**src/rtl/cmp_unit.sv**
```systemverilog
// Chunked MSB-first relational compare; out_valid NCHUNK cycles after accept (earlier with EARLY_EXIT).
// One op in flight: in_ready only in IDLE, result held in DONE until out_ready.
module cmp_unit #(
    parameter int WIDTH      = 32,
    parameter int CHUNK      = 8,
    parameter int EARLY_EXIT = 0
) (
    input  logic             clk,
    input  logic             reset,
    input  logic             in_valid,
    output logic             in_ready,
    input  logic [WIDTH-1:0] A,
    input  logic [WIDTH-1:0] B,
    input  logic [2:0]       Op,
    input  logic             Sign,
    output logic             out_valid,
    input  logic             out_ready,
    output logic [WIDTH-1:0] S,
    output logic             Z,
    output logic             V,
    output logic             N
);
    localparam int NCHUNK = WIDTH / CHUNK;
    localparam int CW     = (NCHUNK > 1) ? $clog2(NCHUNK) : 1;

    localparam logic [1:0] ST_IDLE = 2'd0;
    localparam logic [1:0] ST_RUN  = 2'd1;
    localparam logic [1:0] ST_DONE = 2'd2;

    localparam logic [2:0] OP_EQ  = 3'b000;
    localparam logic [2:0] OP_NE  = 3'b001;
    localparam logic [2:0] OP_LTZ = 3'b010;
    localparam logic [2:0] OP_GEZ = 3'b011;
    localparam logic [2:0] OP_LEZ = 3'b100;
    localparam logic [2:0] OP_GTZ = 3'b101;
    localparam logic [2:0] OP_LT  = 3'b110;

    logic [1:0]       state_q, state_d;
    logic [CW-1:0]    cnt_q, cnt_d;
    logic [WIDTH-1:0] a_q, a_d, b_q, b_d;
    logic [2:0]       op_q, op_d;
    logic             eq_q, eq_d, lt_q, lt_d;
    logic             res_q, res_d;

    logic [CHUNK-1:0] a_top, b_top;
    logic             differs, zero_op;
    logic [WIDTH-1:0] msb_flip;

    function automatic logic eval_res(input logic [2:0] op, input logic eq, input logic lt);
        case (op)
            OP_EQ:         eval_res = eq;
            OP_NE:         eval_res = !eq;
            OP_LTZ, OP_LT: eval_res = lt;
            OP_LEZ:        eval_res = lt | eq;
            OP_GTZ:        eval_res = !(lt | eq);
            default:       eval_res = !lt;
        endcase
    endfunction

    // Operands are pre-biased at capture (sign flip, zeroed B) so RUN is a plain unsigned compare.
    assign a_top    = a_q[WIDTH-1 -: CHUNK];
    assign b_top    = b_q[WIDTH-1 -: CHUNK];
    assign differs  = (a_top != b_top);
    assign zero_op  = (Op >= OP_LTZ) && (Op <= OP_GTZ);
    assign msb_flip = {Sign, {(WIDTH-1){1'b0}}};

    always_comb begin
        state_d = state_q;
        cnt_d   = cnt_q;
        a_d     = a_q;
        b_d     = b_q;
        op_d    = op_q;
        eq_d    = eq_q;
        lt_d    = lt_q;
        res_d   = res_q;
        case (state_q)
            ST_IDLE: begin
                if (in_valid) begin
                    a_d     = A ^ msb_flip;
                    b_d     = (zero_op ? '0 : B) ^ msb_flip;
                    op_d    = Op;
                    eq_d    = 1'b1;
                    lt_d    = 1'b0;
                    cnt_d   = CW'(NCHUNK - 1);
                    state_d = ST_RUN;
                end
            end
            ST_RUN: begin
                a_d = a_q << CHUNK;
                b_d = b_q << CHUNK;
                if (eq_q && differs) begin
                    eq_d = 1'b0;
                    lt_d = (a_top < b_top);
                end
                if (cnt_q == '0 || (EARLY_EXIT != 0 && eq_q && differs)) begin
                    res_d   = eval_res(op_q, eq_d, lt_d);
                    cnt_d   = '0;
                    state_d = ST_DONE;
                end else begin
                    cnt_d = cnt_q - CW'(1);
                end
            end
            ST_DONE: begin
                if (out_ready) state_d = ST_IDLE;
            end
            default: state_d = ST_IDLE;
        endcase
    end

    always_ff @(posedge clk or posedge reset) begin
        if (reset) begin
            state_q <= ST_IDLE;
            cnt_q   <= '0;
            a_q     <= '0;
            b_q     <= '0;
            op_q    <= '0;
            eq_q    <= 1'b1;
            lt_q    <= 1'b0;
            res_q   <= 1'b0;
        end else begin
            state_q <= state_d;
            cnt_q   <= cnt_d;
            a_q     <= a_d;
            b_q     <= b_d;
            op_q    <= op_d;
            eq_q    <= eq_d;
            lt_q    <= lt_d;
            res_q   <= res_d;
        end
    end

    assign in_ready  = (state_q == ST_IDLE);
    assign out_valid = (state_q == ST_DONE);
    assign S         = {{(WIDTH-1){1'b0}}, res_q};
    assign Z         = !res_q;
    assign V         = 1'b0;
    assign N         = 1'b0;
endmodule

```
**config.mk**
```make
export PLATFORM = sky130hd
export DESIGN_NAME = cmp_unit
export DESIGN_NICKNAME = d
export VERILOG_FILES = /design/src/rtl/cmp_unit.sv
export SDC_FILE = /design/constraint.sdc
export NUM_CORES = 1
export LEC_CHECK = 0
export CAP_MARGIN = 20
export CORE_ASPECT_RATIO = 1.75
export CORE_MARGIN = 2
export CORE_UTILIZATION = 40
export DETAILED_ROUTE_END_ITERATION = 7
export PLACE_DENSITY = 0.81
export RECOVER_POWER = 25
export SLEW_MARGIN = 15
export SYNTH_ARGS = -nofsm -noshare
export SYNTH_HDL_FRONTEND = slang
export SYNTH_SLANG_ARGS = --single-unit
```
**constraint.sdc**
```tcl
create_clock -name clk -period 2.5 [get_ports clk]
set_input_delay 0.5 -clock clk [delete_from_list [all_inputs] [get_ports clk]]
set_output_delay 0.5 -clock clk [all_outputs]
set_load 0.01 [all_outputs]
```
==> impl_metrics.csv, run 1 <==
group,metric,value,unit
setup_path,endpoint_kind,"primary output",
yosys,syn_inst,383,
power,ir_drop,811,uV
floorplan,die_w,76.0,um
finish,area_growth_syn_to_layout,27.3,%
global_routing,grt_max_degree,59,
detailed_routing,drtIter0Drc,247,
sta,setup_viol,0,
detailed_routing,finalWirelength,8.97,mm
sta,tns,0,ns
setup_path,cp_max_fo,5,
detailed_routing,wl_met3,452,um
setup_path,critPathMaxStageDelay,0.58,ns
floorplan,io_pins,109,
setup_path,worstSetupStartpointType,"flip-flop",
clocking,clk_latency,0.33,ns
clocking,cts_max_path_buffers,2,
place,place_congestion,0.841,
sta,drv_slew,0,
detailed_routing,vias_per_cell,5.23,
setup_path,cp.required,2.00,ns
place,port_buffers,75,
detailed_routing,wl_per_cell,15.6,um
floorplan,die-area,9890,um2
detailed_routing,vias,3009,
setup_path,reg2reg_to,"res_q",
clocking,cts.sinks,74,
detailed_routing,wl_met2,4.93,mm
setup_path,reg2reg_from,"a_q[31]",
global_routing,grtUsageTotal,0.184,
clocking,holdBufCountCts,0,
sta,relSlewSlack,0.273,
finish,fin_util,0.518,
finish,drive_gt1_frac,0.0527,
global_routing,first_global_vias,2972,
global_routing,gr-total-overflow,0,
sta,fin_crit_sh,0.854,
clocking,cts_tree,"done",
worst_hold_path,holdPathEnd,"b_q[19]",
finish,nets,532,
floorplan,row_count,46,
setup_path,rrSetupSlack,0.52,ns
detailed_routing,drc,0,
sta,worst_pin_slew,1.09,ns
detailed_routing,m1WireLength,3.31,mm
clocking,cts_buffers,9,
place,pre_cts_ws,0.196,ns
yosys,synth_cell_types,40,
yosys,yosysWarningCount,0,
clocking,clk_pin_slew,0.05,ns
run,drv_cap,0,
status,status,"complete, no violations",
power,cellPowerDensity,1180,nW/um2
sta,hold_viol_final,0,
place,post-dp-hpwl,6.10,mm
global_routing,grt_pass1_wl,14.4,mm
yosys,ys_seq_area_frac,0.510,
finish,diodes,0,
power,p_leak,0.00221,uW
sta,grt_setup_unrepaired,"false",
setup_path,cp.arrival,1.63,ns
clocking,cts_setup_buffers,0,
detailed_routing,drtPass1Iterations,5,
worst_hold_path,min_from,"b_q[11]",
yosys,synth_area,3630,um2
detailed_routing,drt.antenna.violating_nets,0,
sta,setup_ws,0.365,ns
worst_hold_path,worstHoldPathType,"flip-flop to flip-flop",
setup_path,path_class,"flip-flop to primary output",
global_routing,antenna_found_initial,0,
setup_path,slowest_stage,"clkdlybuf4s50_1",
sta,max_freq,468,MHz
setup_path,cp_cell_sequence,"nor2b_1, clkdlybuf4s50_1",
floorplan,core,8920,um2
clocking,cts_resized,0,
setup_path,r2r_cells,6,
sta,finalCriticalPeriod,2.13,ns
detailed_routing,top_layer,"met4",
clocking,htree_levels,3,
yosys,synth_seq_cells,74,
worst_hold_path,holdPathStages,2,
sta,skew,0.00431,ns
yosys,syn_area_per_cell,9.49,um2
floorplan,die_h,130,um
sta,hold_slack,0.476,ns
floorplan,start_util,0.407,
clocking,clockRootBuffer,"clkbuf_16",
logic make-up (layout without fill, tap and decap cells):
family	Yosys count	count (layout)	synth area share
other	1	33	0.00103
flip-flops	74	74	0.510
adder cells (fa/ha/maj)	8	8	0.0275
AO/OA/AOI/OAI	81	81	0.172
XOR/XNOR	3	3	0.00723
AND/OR/NAND/NOR	145	145	0.168
buffers and inverters	71	111	0.115
report_power, final:
part | internal [uW] | switching, uW
registers | 1740 | 342
clock network | 689 | 456
logic | 884 | 1360
worst max path at each step:
stage / start / depth (start not counted) / slack [ns] / end
final: state_q[1] / 2 / 0.37 / out_valid
after global routing: reset / 3 / 0.35 / a_q[29]
after CTS: state_q[1] / 2 / 0.37 / out_valid
after detailed placement: in_valid / 5 / 0.20 / b_q[18]
after global placement: in_valid / 4 / 0.26 / a_q[31]
after floorplan: reset / 1 / 0.12 / a_q[0]
synth_stat cells, drive strengths merged:
master / number / area [um2]
o31ai: 1 / 7.51
and3: 1 / 6.26
a221o: 8 / 80.1
o32ai: 1 / 8.76
nor3: 7 / 35.0
a2111o: 1 / 11.3
o211ai: 1 / 7.51
a22oi: 38 / 285
dfrtp: 73 / 1830
a21o: 1 / 7.51
nand3: 10 / 50.1
a32oi: 1 / 8.76
xor2: 1 / 8.76
o311ai: 2 / 17.5
a22o: 8 / 70.1
o31a: 1 / 8.76
conb: 1 / 3.75
clkbuf: 10 / 37.5
o21a: 1 / 7.51
nor4b: 1 / 8.76
nand2b: 2 / 12.5
nand4: 2 / 18.8
ha: 8 / 100
dfstp: 1 / 26.3
inv: 15 / 56.3
a221oi: 3 / 26.3
nor2b: 4 / 25.0
a21oi: 5 / 28.8
buf: 46 / 323
o21ai: 9 / 48.8
nor2: 13 / 53.8
and2: 2 / 12.5
xnor2: 2 / 17.5
nand2: 103 / 387
state kept, by name (all words and copies together) (netlist names):
name	cells
cnt_q	2
a_q	32
b_q	32
eq_q	1
lt_q	1
res_q	1
op_q	3
state_q	2
metal layers:
metal / vias up / track usage
met5: - / 0
met4: 0 / 0.0845
met3: 18 / 0.0353
met2: 122 / 0.342
met1: 1485 / 0.204
li1: 1384 / -
worst max-delay path, delay by kind of cell (launching register included):
kind,cells,cell delay (ns)
flip-flops,1,0.45
AND/OR/NAND/NOR,1,0.27
buffers and inverters,1,0.58
cells in the final DEF (no fill, tap or decap), types with 5 or more instances in the layout:
cell | Yosys | final
nand2_1 | 103 | 103
clkdlybuf4s50_1 | 0 | 74
dfrtp_1 | 73 | 73
a22oi_1 | 38 | 38
conb_1 | 1 | 33
inv_1 | 15 | 15
nor2_1 | 11 | 10
nand3_1 | 10 | 10
clkbuf_16 | 0 | 9
o21ai_0 | 8 | 8
a221o_1 | 8 | 8
a22o_1 | 8 | 8
ha_1 | 8 | 8
nor3_1 | 7 | 7
clkbuf_1 | 10 | 5
buf_4 | 37 | 5
stage by stage:
stage | instances | instance area [um2] | total power [uW]
floorplan | 415 | 3750 | 3720
global placement | 561 | 4370 | 4190
detailed placement | 561 | 4370 | 4310
CTS | 575 | 4630 | 5480
global route | 575 | 4620 | 5880
finish | 575 | 4620 | 5480
layout make-up:
cell class                 instances  area (um2)
clock buffer                      14         254
sequential                        74        1850
inverter                          15        56.3
timing repair buffer              82         812
multi-input combinational        270        1500
fill                             814        4300
tap                              120         150
Note: power is estimated with default switching activity, not from simulation.
==> inputs of run 2 (changes only) <==
--- a/config.mk
+++ b/config.mk
@@ -9,6 +9,7 @@
 export CORE_ASPECT_RATIO = 1.75
 export CORE_MARGIN = 2
 export CORE_UTILIZATION = 40
+export CTS_CLUSTER_SIZE = 12
 export DETAILED_ROUTE_END_ITERATION = 7
 export PLACE_DENSITY = 0.81
 export RECOVER_POWER = 25
==> results of run 2 <==
Same layout as run 1: the final DEF is identical, and so are final timing and power.
